### src/rtl/legv8_pkg.sv
// Shared LEGv8 fetch definitions: widths, the halt encoding, the opcode
// fields fetch and decode care about, and the queued fetch entry type.
package legv8_pkg;

  localparam int ADDR_W  = 16;
  localparam int INSTR_W = 32;

  // BR XZR: software ends the program with this word
  localparam logic [INSTR_W-1:0] HALT_WORD = 32'hD60003E0;

  localparam logic [5:0]  OP_B     = 6'b000101;
  localparam logic [7:0]  OP_BCOND = 8'b01010100;
  localparam logic [10:0] OP_BR    = 11'b11010110000;

  typedef struct packed {
    logic [INSTR_W-1:0] instr;
    logic [ADDR_W-1:0]  pc;
  } fetch_entry_t;

endpackage

### src/rtl/instr_fetch_if.sv
// Fetch -> decode handshake. The fetch side is the master and presents the
// head-of-queue word; decode is the slave and answers with ready.
interface instr_fetch_if #(
  parameter int ADDR_W = 16
);
  logic [31:0]       instr;
  logic [ADDR_W-1:0] instr_pc;
  logic              instr_valid;
  logic              instr_ready;

  modport master (output instr, output instr_pc, output instr_valid, input instr_ready);
  modport slave  (input instr, input instr_pc, input instr_valid, output instr_ready);
endinterface

### src/rtl/instr_fetch_queue.sv
// fetch_queue: 2-entry FIFO of fetch entries. Entry 0 is always the head, so
// the output needs no read mux. Flush empties it in one cycle; the caller
// never pops when empty and never pushes when full without a pop.
module fetch_queue
  import legv8_pkg::*;
(
  input  logic         clock,
  input  logic         reset,
  input  logic         push,
  input  logic         pop,
  input  logic         flush,
  input  fetch_entry_t din,
  output fetch_entry_t head,
  output logic [1:0]   count
);

  fetch_entry_t ent [2];

  assign head = ent[0];

  // Storage and occupancy; a pop shifts entry 1 down into the head slot.
  always_ff @(posedge clock) begin
    if (reset) begin
      count  <= 2'd0;
      ent[0] <= '0;
      ent[1] <= '0;
    end else if (flush) begin
      count <= 2'd0;
    end else begin
      case ({push, pop})
        2'b10: begin
          if (count == 2'd0) ent[0] <= din;
          else               ent[1] <= din;
          count <= count + 2'd1;
        end
        2'b01: begin
          ent[0] <= ent[1];
          count  <= count - 2'd1;
        end
        2'b11: begin
          if (count == 2'd1) begin
            ent[0] <= din;
          end else begin
            ent[0] <= ent[1];
            ent[1] <= din;
          end
        end
        default: ;
      endcase
    end
  end

endmodule

### src/rtl/instr_fetch.sv
// instr_fetch: owns the PC, reads the combinational instruction ROM and
// queues {word, pc} for decode. Redirects flush and refetch; the halt word
// freezes fetch until the next redirect or reset.
// Optional macro FETCH_BRANCH_PREDECODE_EN: follow unconditional B at fetch
// instead of waiting for execute to redirect.
module instr_fetch
  import legv8_pkg::*;
#(
  parameter int                ADDR_W    = 16,
  parameter logic [ADDR_W-1:0] RESET_PC  = '0,
  parameter logic [31:0]       HALT_WORD = 32'hD60003E0
) (
  input  logic              clock,
  input  logic              reset,
  output logic [ADDR_W-1:0] rom_address,
  input  logic [31:0]       rom_data,
  instr_fetch_if.master     dec,
  input  logic              redirect_valid,
  input  logic [ADDR_W-1:0] redirect_pc,
  output logic              halted
);

  logic [ADDR_W-1:0] pc;
  logic [ADDR_W-1:0] pc_next;
  logic [1:0]        count;
  fetch_entry_t      head;
  fetch_entry_t      din;
  logic              deq;
  logic              can_enq;
  logic              fetch;
  logic              is_halt;

  assign rom_address     = pc;
  assign dec.instr_valid = (count != 2'd0);
  assign dec.instr       = head.instr;
  assign dec.instr_pc    = head.pc;

  assign deq     = dec.instr_valid && dec.instr_ready;
  // a full queue still takes a word when decode frees a slot this cycle
  assign can_enq = (count != 2'd2) || deq;
  assign fetch   = !redirect_valid && !halted && can_enq;
  assign is_halt = (rom_data == HALT_WORD);

  assign din.instr = rom_data;
  assign din.pc    = pc;

`ifdef FETCH_BRANCH_PREDECODE_EN
  logic [31:0] b_off;
  logic        is_b;
  assign b_off = {{6{rom_data[25]}}, rom_data[25:0]};
  assign is_b  = (rom_data[31:26] == OP_B);
`endif

  // Next PC: redirect wins, then the sequential (or predecoded) fetch step.
  always_comb begin
    pc_next = pc;
    if (redirect_valid) begin
      pc_next = redirect_pc;
    end else if (fetch) begin
      pc_next = pc + ADDR_W'(1);
`ifdef FETCH_BRANCH_PREDECODE_EN
      if (!is_halt && is_b) pc_next = pc + b_off[ADDR_W-1:0];
`endif
    end
  end

  // PC and halt flag; a redirect always revives a halted fetch.
  always_ff @(posedge clock) begin
    if (reset) begin
      pc     <= RESET_PC;
      halted <= 1'b0;
    end else begin
      pc <= pc_next;
      if (redirect_valid)        halted <= 1'b0;
      else if (fetch && is_halt) halted <= 1'b1;
    end
  end

  fetch_queue u_queue (
    .clock (clock),
    .reset (reset),
    .push  (fetch),
    .pop   (deq),
    .flush (redirect_valid),
    .din   (din),
    .head  (head),
    .count (count)
  );

endmodule

### src/flat_wrapper.sv
// flat-port wrapper written by rule: the top's interface ports become plain ports
module instr_fetch_flat import legv8_pkg::*;
#(
  parameter int                ADDR_W    = 16,
  parameter logic [ADDR_W-1:0] RESET_PC  = '0,
  parameter logic [31:0]       HALT_WORD = 32'hD60003E0
)
  (clock, reset, rom_address, rom_data, redirect_valid, redirect_pc, halted, dec_instr, dec_instr_pc, dec_instr_valid, dec_instr_ready);
  instr_fetch_if #(.ADDR_W(ADDR_W)) dec_i ();
  input  logic clock;
  input  logic reset;
  output logic [ADDR_W-1:0] rom_address;
  input  logic [31:0] rom_data;
  input  logic redirect_valid;
  input  logic [ADDR_W-1:0] redirect_pc;
  output logic halted;
  output wire logic [$bits(dec_i.instr)-1:0] dec_instr;
  output wire logic [$bits(dec_i.instr_pc)-1:0] dec_instr_pc;
  output wire logic [$bits(dec_i.instr_valid)-1:0] dec_instr_valid;
  input wire logic [$bits(dec_i.instr_ready)-1:0] dec_instr_ready;
  assign dec_instr = dec_i.instr;
  assign dec_instr_pc = dec_i.instr_pc;
  assign dec_instr_valid = dec_i.instr_valid;
  assign dec_i.instr_ready = dec_instr_ready;
  instr_fetch #(.ADDR_W(ADDR_W), .RESET_PC(RESET_PC), .HALT_WORD(HALT_WORD)) u_core (.clock(clock), .reset(reset), .rom_address(rom_address), .rom_data(rom_data), .dec(dec_i), .redirect_valid(redirect_valid), .redirect_pc(redirect_pc), .halted(halted));
endmodule
### config.mk
export PLATFORM = sky130hd
export DESIGN_NAME = instr_fetch_flat
export DESIGN_NICKNAME = d
export VERILOG_FILES = /design/src/rtl/legv8_pkg.sv /design/src/rtl/instr_fetch_if.sv /design/src/rtl/instr_fetch_queue.sv /design/src/rtl/instr_fetch.sv /design/src/flat_wrapper.sv
export SDC_FILE = /design/constraint.sdc
export NUM_CORES = 1
export LEC_CHECK = 0
export ABC_AREA = 1
export ABC_CLOCK_PERIOD_IN_PS = 12900
export CORE_MARGIN = 2
export CORE_UTILIZATION = 40
export CTS_CLUSTER_DIAMETER = 120
export CTS_CLUSTER_SIZE = 24
export DETAILED_ROUTE_END_ITERATION = 8
export GPL_ROUTABILITY_DRIVEN = 0
export PLACE_DENSITY_LB_ADDON = 0.12
export SYNTH_ARGS = -nofsm -noshare
export SYNTH_HDL_FRONTEND = slang
export SYNTH_SLANG_ARGS = --single-unit
### constraint.sdc
create_clock -name clock -period 12.9 [get_ports clock]
set_input_delay 2.58 -clock clock [delete_from_list [all_inputs] [get_ports clock]]
set_output_delay 2.58 -clock clock [all_outputs]
set_load 0.02 [all_outputs]
* Word-level counts from Yosys, hierarchy flattened
Memories as Yosys holds them, arrays and structs flattened.
Index checks and enable logic that the tools add are counted.
** Storage, ports and cells
- Register bits :: 19
- Bits in latches :: 0
- Bits in writable memories :: 96
- Memory bits (read-only) :: 0
- Bits of input ports :: 52
- Output and inout port bits :: 66
- Logic and storage cells :: 66
- Memories kept :: 1
** Memory list
- u_core.u_queue.ent :: depth 2, bits a word 48, rd ports 2, clocked after memory_dff 0, write ports 2, line instr_fetch_queue.sv:17 : fetch_entry_t ent [2];
** Operators by class
- Add/sub/neg operators :: 3
- $mul :: 0
- Div/mod/pow operators :: 0
- Magnitude comparators :: 0
- Eq/ne operators :: 6
- Shift-type cells :: 0
- Multiplexer cells :: 35
- Bitwise logic cells :: 6
- Reductions and logical operators :: 12
** Operators by type and width (number)
- two-way mux 48 bit :: 6
- == test 32 bit (second input constant) :: 1
- two-way mux 16 bit :: 2
- two-way mux 1 bit :: 26
- adder 16 x 1 -> 16 bit (second input constant) :: 1
- bitwise OR 1 bit :: 6
- nonzero test 2 bit :: 3
- == test 2 x 1 -> 1 bit (second input constant) :: 2
- == test 2 bit (second input constant) :: 2
- logical AND 1 bit :: 4
- case mux 2 bit (2 select lines) :: 1
- adder 2 x 1 -> 2 bit (second input constant) :: 1
- zero test 1 bit :: 2
- zero test 2 bit :: 1
- != test 2 bit (second input constant) :: 1
- OR reduction 2 bit :: 1
- subtractor 2 x 1 -> 2 bit (second input constant) :: 1
- logical OR 1 bit :: 1

* Logic depth before layout (Yosys ltp)
Gate-level depths: netlist (run 1).
- Depth in word-level cells :: 13
- Gate-level depth with buffers :: 11
- Mapped depth without buffers :: 9

* Hierarchy
Synthesis (run 1) repeated with hierarchy kept, for this count alone.
** Unflattened totals
- Cells, all modules :: 837
- Area, all modules :: 6729.0 um^2
** Modules (own cells, without submodules)
- fetch_queue :: instances 1, cells each 604, area each 5387.7 um^2
- instr_fetch :: instances 1, cells each 233, area each 1341.3 um^2

* Worst setup path before layout (run 1)
Ideal clock, no wire load.
- Path kind :: input -> register
- Start point :: in redirect_valid
- End point :: mem u_core.u_queue.ent[0][0] in the netlist's numbering, enable pin
- Library setup time :: 520 ps
- Arrival :: 6398 ps
- Data required time :: 12380 ps
- Setup slack :: 5982 ps
- Stages :: 5
- Cells stage by stage :: nor2_2 inv_2 nor2_8 nand2_2 o21ai_0
** RTL lines
- start, declared :: line flat_wrapper.sv:14 : input logic redirect_valid;
- end, declared :: line instr_fetch_queue.sv:17

==> qor.txt, run 1 <==
outcome = finished, final reports clean
slowest cell delay on critical path = 0.72 ns
via count = 4,140
top post-synthesis cells by area = edfxtp_1 51%, dfxtp_1 6.7%, buf_4 6.5%
Synth warnings = 0
post-route ant nets = 0
Diodes inserted = 0
clock tree buffer depth = 2
total number of H-tree levels = 4
Synth Register Bits = 115
crit path DAT = 5.24 ns
Setup WS post-layout = 7.724 ns
worst hold slack = 0.4817 ns
HPWL Detailed = 8.656 mm
first-pass GRT wire length = 20.52 mm
row cnt = 43
Clk Latency, worst-skew pair = 0.41 ns
cts-stage hold buffer count = 0
Final Skew = 0.009772 ns
Cell variety after synth = 31
fin. max-slew vios = 0
multiplexer area fraction after synthesis = 0%
routed wl met2 = 6.035 mm
net count after synthesis = 631
max cap viols = 0
maximum vdd drop = 76.41 uV
footprint of the multi-input gates = 0.001654 mm2
mean post-synth cell area = 9.820 um2
placed insts = 804
Final Hold Viols = 0
PD cells = 145.9 mW/mm2
clock slew at reported path FFs = 0.05 ns
Die Area = 0.01508 mm2
Worst EP required = 12.96 ns
Crit Path Max Fanout = 28
worst slew pin tran = 1.080 ns
simple-gate share of the synthesized area = 18.13%
Fmax = 193.2 MHz
final setup TNS = 0 ns
vias in the first global route = 4,115
total wire length = 12.67 mm
die height = 122.8 um
IO Count = 118
Initial Util = 40.84%
TritonCTS Sinks = 115
startpoint types = input port
critical path class = input port to flip-flop
layout cells sized above 1 = 10.67%
minimum clock period = 5.176 ns
Synth Area in XOR/XNOR = 0%
Critical Path End Type = flip-flop
per-cell routed wire length = 15.15 um
sequential share of the synthesized area = 57.79%
most area-hungry cell type in the Yosys netlist = edfxtp_1
Core Util, Final = 51.90%
CTS tree = yes
DRT iter0 DRCs = 281
RSZ-0062 raised after global routing = false
crit path cell chain = clkdlybuf4s50_1 -> nor2_2 -> inv_2 -> nor2_8 -> nand2_2 -> o221ai_4 -> buf_4
# fillers = 1,256
Synth-to-Final Area Change = 27.10%
Synth Area in Compound Gates = 9.550%
Root Buffer = clkbuf_16
post-CTS setup buffer count = 0
Port Buffers = 117
Crit-path slowest cell = clkdlybuf4s50_1
synthesized area = 0.005647 mm2
static leakage = 2.703 nW
met3 wire len = 740 um
CORE AREA = 0.01383 mm2
largest net degree at the start of global routing = 50
register area = 0.003263 mm2
drt first pass iters = 4
Via density = 4.952
antenna violations before repair = 0
Tcrit/Tclk final = 40.12%
drt drc = 0
nets@finish = 699
wl on met1 = 5.629 mm
main combinational cell family by area after synthesis = simple AND/OR/NAND/NOR gates
non-filler cells, final = 836
hold crit path type = flip-flop to flip-flop
cts bufs inserted = 17
Synth Area in Adders = 0.8863%
pre-CTS setup slack = 7.283 ns
Max Used Layer = met4
Final setup viols = 0
share of the synthesized area in the top cell type = 51.05%
Cells after Synth = 575
post-cts gate resize count = 0
die width = 122.8 um
total global routing overflow = 0
Slew HR = 27.84%
GRT Total Usage = 17.93%
cell type report:
class                   instances  share of cell area, %
flip-flops and latches        115                  45.47
multi-input cells             319                  23.05
repair buffers                121                  16.74
clock buffers                  19                  6.032
inverters                      69                  3.609
well taps                     180                  3.138
clock inverters                13                  1.970
final timing paths:
path | startpoint | end | slack (ns) | cells after the start
hold reg to reg | u_core.halted | u_core.halted | 0.48 | 2
hold / removal | u_core.halted | u_core.halted | 0.48 | 2
setup / recovery | redirect_valid | u_core.u_queue.ent[0][59] | 7.72 | 7
setup reg to reg | u_core.u_queue.count[0] | u_core.u_queue.ent[0][59] | 10.06 | 8
through the flow:
stage               area [um2]  total power, mW
floorplan                 5647           0.5490
global placement          6603           0.5973
detailed placement        6603           0.5997
CTS                       7177            1.056
global route              7177            1.086
finish                    7177            1.047
where the power goes:
group | switching, mW | total, mW | internal [mW]
combinational | 0.0797 | 0.138 | 0.0585
sequential | 0.0137 | 0.453 | 0.439
clock | 0.157 | 0.456 | 0.299
worst max-delay path, delay by kind of cell:
kind	cells	cell delay (ns)
buf+inv	3	1.29
compound gates	1	0.62
simple gates	3	0.71
cells by family (layout without fill, tap and decap cells):
family | after synthesis | count (layout)
buffers and inverters | 141 | 222
and+or+nand+nor | 226 | 226
DFF | 115 | 115
AOI/OAI and AO/OA | 89 | 89
adders and majority gates | 4 | 4
flip-flops by register name, summed over array words and instances, names as in the netlist:
register              cells
u_core.halted             1
u_core.rom_address       16
u_core.u_queue.count      2
u_core.u_queue.ent       96
metal layers:
layer | GRT usage, % | vias to the layer above
met4 | 7.184 | 0
met2 | 28.52 | 131
met5 | 0 | -
met1 | 23.22 | 1938
met3 | 4.833 | 22
li1 | - | 2049
cells in the final DEF (no fill, tap or decap), drive strengths merged, types with 7 or more instances in the layout:
| master | n |
|---|---|
| nand4 | 9 |
| nor2 | 85 |
| nand2 | 55 |
| clkbuf | 19 |
| edfxtp | 96 |
| a21oi | 18 |
| o21ai | 63 |
| clkinv | 7 |
| nand3 | 68 |
| inv | 69 |
| clkdlybuf4s50 | 117 |
| dfxtp | 19 |
cells in the mapped netlist:
cell and instances:
nor2_1 77, nor2_8 1, nor2_2 4, a31oi_1 2, o21ai_1 1, clkbuf_1 5
buf_2 10, nand2_2 1, nand3_1 68, nand4_1 9, ha_1 4, o32ai_1 1
o21ai_2 20, buf_6 6, or2_2 2, nand3b_1 1, edfxtp_1 96, nor3_1 6
buf_4 49, o22ai_1 1, buf_1 2, inv_1 62, o21ai_0 42, o221ai_1 1
nand2_1 54, inv_2 7, o211ai_1 2, a21oi_1 18, a22oi_1 1, nor2_4 3
dfxtp_1 19
(Power assumes the default switching activity.)
==> inputs of run 2 (changes only) <==
ABC_CLOCK_PERIOD_IN_PS = 4350   (was 12900)
clock period = 4.35 ns   (was 12.9 ns; I/O delays follow)
==> run 2 against run 1 <==
Setup slack worse by 6.5 ns. Combinational power grew to 3.0 times the previous value. Critical path depth unchanged. Non-clock buffer count is 4 higher. Die area unchanged. Global-route usage is 0.48 points higher. Final cell count is 0.48% higher. Design area up 0.35%. Sequential cell count unchanged. Clock skew is 0.0033 ns lower. Core utilization grew 0.18 points.
==> qor.txt, run 2 (synthesized netlist as in run 1, its figures left out) <==
post-route ant nets = 0 (unchanged)
Clock Power Share = 41.8% (-1.8 points)
Slew HR = 43.04% (+15 points)
largest net degree at the start of global routing = 49 (-2.0%)
nets@finish = 703 (+0.57%)
DRT iter0 DRCs = 356 (+27%)
Comb pwr share = 13.9% (+0.7 points)
post-CTS setup buffer count = 0 (unchanged)
Clk Latency, worst-skew pair = 0.41 ns (about the same)
Critical Path End Type = flip-flop
Reg power frac = 44.3% (+1.1 points)
Fmax = 324.7 MHz
total global routing overflow = 0 (unchanged)
worst slew pin tran = 0.8544 ns (-0.2254 ns)
Worst Path Buf+Inv = 3 (unchanged)
via count = 4,184 (+1.1%)
CORE AREA = 0.01383 mm2 (unchanged)
per-cell routed wire length = 15.52 um (+2.4%)
non-filler cells, final = 840 (+0.48%)
Synth-to-Final Area Change = 27.54%
cts bufs inserted = 17 (unchanged)
Via density = 4.981 (+0.58%)
maximum vdd drop = 265.7 uV (+250%)
CTS tree = yes
die width = 122.8 um (unchanged)
cts-stage hold buffer count = 0 (unchanged)
slowest cell delay on critical path = 0.70 ns (-0.02 ns)
post-cts gate resize count = 0 (unchanged)
die height = 122.8 um (unchanged)
most flop-heavy register = u_core.u_queue.ent
minimum clock period = 3.079 ns
IO Count = 118 (unchanged)
max FFs per register = 96 (unchanged)
Root Buffer = clkbuf_16
RSZ-0062 raised after global routing = false
Final Hold Viols = 0 (unchanged)
static leakage = 2.734 nW (+1.1%)
Tcrit/Tclk final = 70.79%
Die Area = 0.01508 mm2 (unchanged)
TritonCTS Sinks = 115 (unchanged)
crit path DAT = 3.16 ns (-2.08 ns)
placed insts = 808 (+0.50%)
vias in the first global route = 4,153 (+0.92%)
critical path class = input port to flip-flop
PD cells = 420.2 mW/mm2 (+190%)
clock tree buffer depth = 2 (unchanged)
Crit Path Max Fanout = 21 (-25%)
design internal power = 2.305 mW (+190%)
Crit-path slowest cell = clkdlybuf4s50_1
Initial Util = 40.84% (unchanged)
drt drc = 0 (unchanged)
delay-heaviest family, CP = buffers and inverters
GRT Total Usage = 18.41% (+0.48 points)
crit path cell chain = clkdlybuf4s50_1 -> nor2_2 -> inv_2 -> nor2_4 -> nor2_1 -> o21ai_4 -> buf_4
first-pass GRT wire length = 20.79 mm (+1.3%)
commonest non-fill, non-tap cell in the layout = clkdlybuf4s50_1
Diodes inserted = 0 (unchanged)
HPWL Detailed = 9.060 mm (+4.7%)
row cnt = 43 (unchanged)
Worst EP required = 4.43 ns (-8.53 ns)
Final setup viols = 0 (unchanged)
switching power = 721.7 uW (+190%)
startpoint types = input port
Switching Share = 23.85% (-0.10 points)
layout cells sized above 1 = 11.36% (+0.69 points)
Port Buffers = 117 (unchanged)
antenna violations before repair = 0 (unchanged)
outcome = finished, final reports clean
fin. max-slew vios = 0 (unchanged)
final setup TNS = 0 ns (unchanged)
total wire length = 13.03 mm (+2.9%)
hold crit path type = flip-flop to flip-flop
max cap viols = 0 (unchanged)
clock slew at reported path FFs = 0.05 ns (about the same)
commonest non-fill, non-tap cells in the layout = 117 x clkdlybuf4s50_1, 96 x edfxtp_1, 76 x nor2_1, 68 x nand3_1, 62 x inv_1
Final Skew = 0.006484 ns (-0.003288 ns)
drt first pass iters = 5 (+1)
total number of H-tree levels = 4 (unchanged)
run 2: cell types whose count changed in the layout (fill, tap and decap cells not counted), sizes merged:
cell,change
buf,+4
clkbuf,+7
bufinv,-2
clkinvlp,-3
clkinv,-2
run 2: layout make-up:
class / instances / area, um2
Clock buffer: 26 / 489.2
Clock inverter: 6 / 55.05
Fill cell: 1241 / 6625
Inverter: 69 / 259.0
Multi-Input combinational cell: 319 / 1654
Sequential cell: 115 / 3263
Tap cell: 180 / 225.2
Timing Repair Buffer: 125 / 1256
run 2: power groups by stage:
| stage | combinational, mW | clock [mW] | sequential [mW] |
|---|---|---|---|
| final | 0.419 | 1.26 | 1.34 |
| after global routing | 0.455 | 1.34 | 1.35 |
| after CTS | 0.424 | 1.29 | 1.34 |
| after detailed placement | 0.422 | 0 | 1.36 |
| after global placement | 0.420 | 0 | 1.36 |
| after floorplan | 0.257 | 0 | 1.37 |
run 2: worst register-to-register path: stages (launching register included):
cell,delay [ns]
dfxtp_1,0.37
inv_1,0.08
ha_1,0.29
inv_1,0.19
nand2_1,0.15
nor2_4,0.49
nor2_1,0.15
o21ai_4,0.24
buf_4,0.38
run 2: metal layers:
layer	track usage (%)	vias to the layer above	share of wire [%]
met2	29.28	142	48
met4	9.052	0	2.2
li1	-	2058	-
met1	23.11	1962	43
met5	0	-	0
met3	5.019	22	6.2
run 2: final timing paths:
kind,end,start,slack [ns],cells after the start
worst min register to register,u_core.halted,u_core.halted,0.49,2
worst max register to register,u_core.u_queue.ent[0][37],u_core.u_queue.count[0],1.68,8
worst min-delay path,u_core.halted,u_core.halted,0.49,2
worst max-delay path,u_core.u_queue.ent[0][37],reset,1.27,7
run 2: metrics by stage:
stage / area (um2) / hold WS, ns / setup slack [ns] / power [mW] / utilization [%]
after floorplan: 5647 / 0.4473 / 0.1092 / 1.626 / -
after global placement: 6658 / 0.4716 / 0.9008 / 1.782 / 48.15
after detailed placement: 6658 / 0.4891 / 0.8254 / 1.785 / 48.15
after CTS: 7202 / 0.4987 / 1.254 / 3.056 / 52.09
after global routing: 7202 / 0.5300 / 1.065 / 3.141 / 52.09
final: 7202 / 0.4911 / 1.271 / 3.026 / 52.09
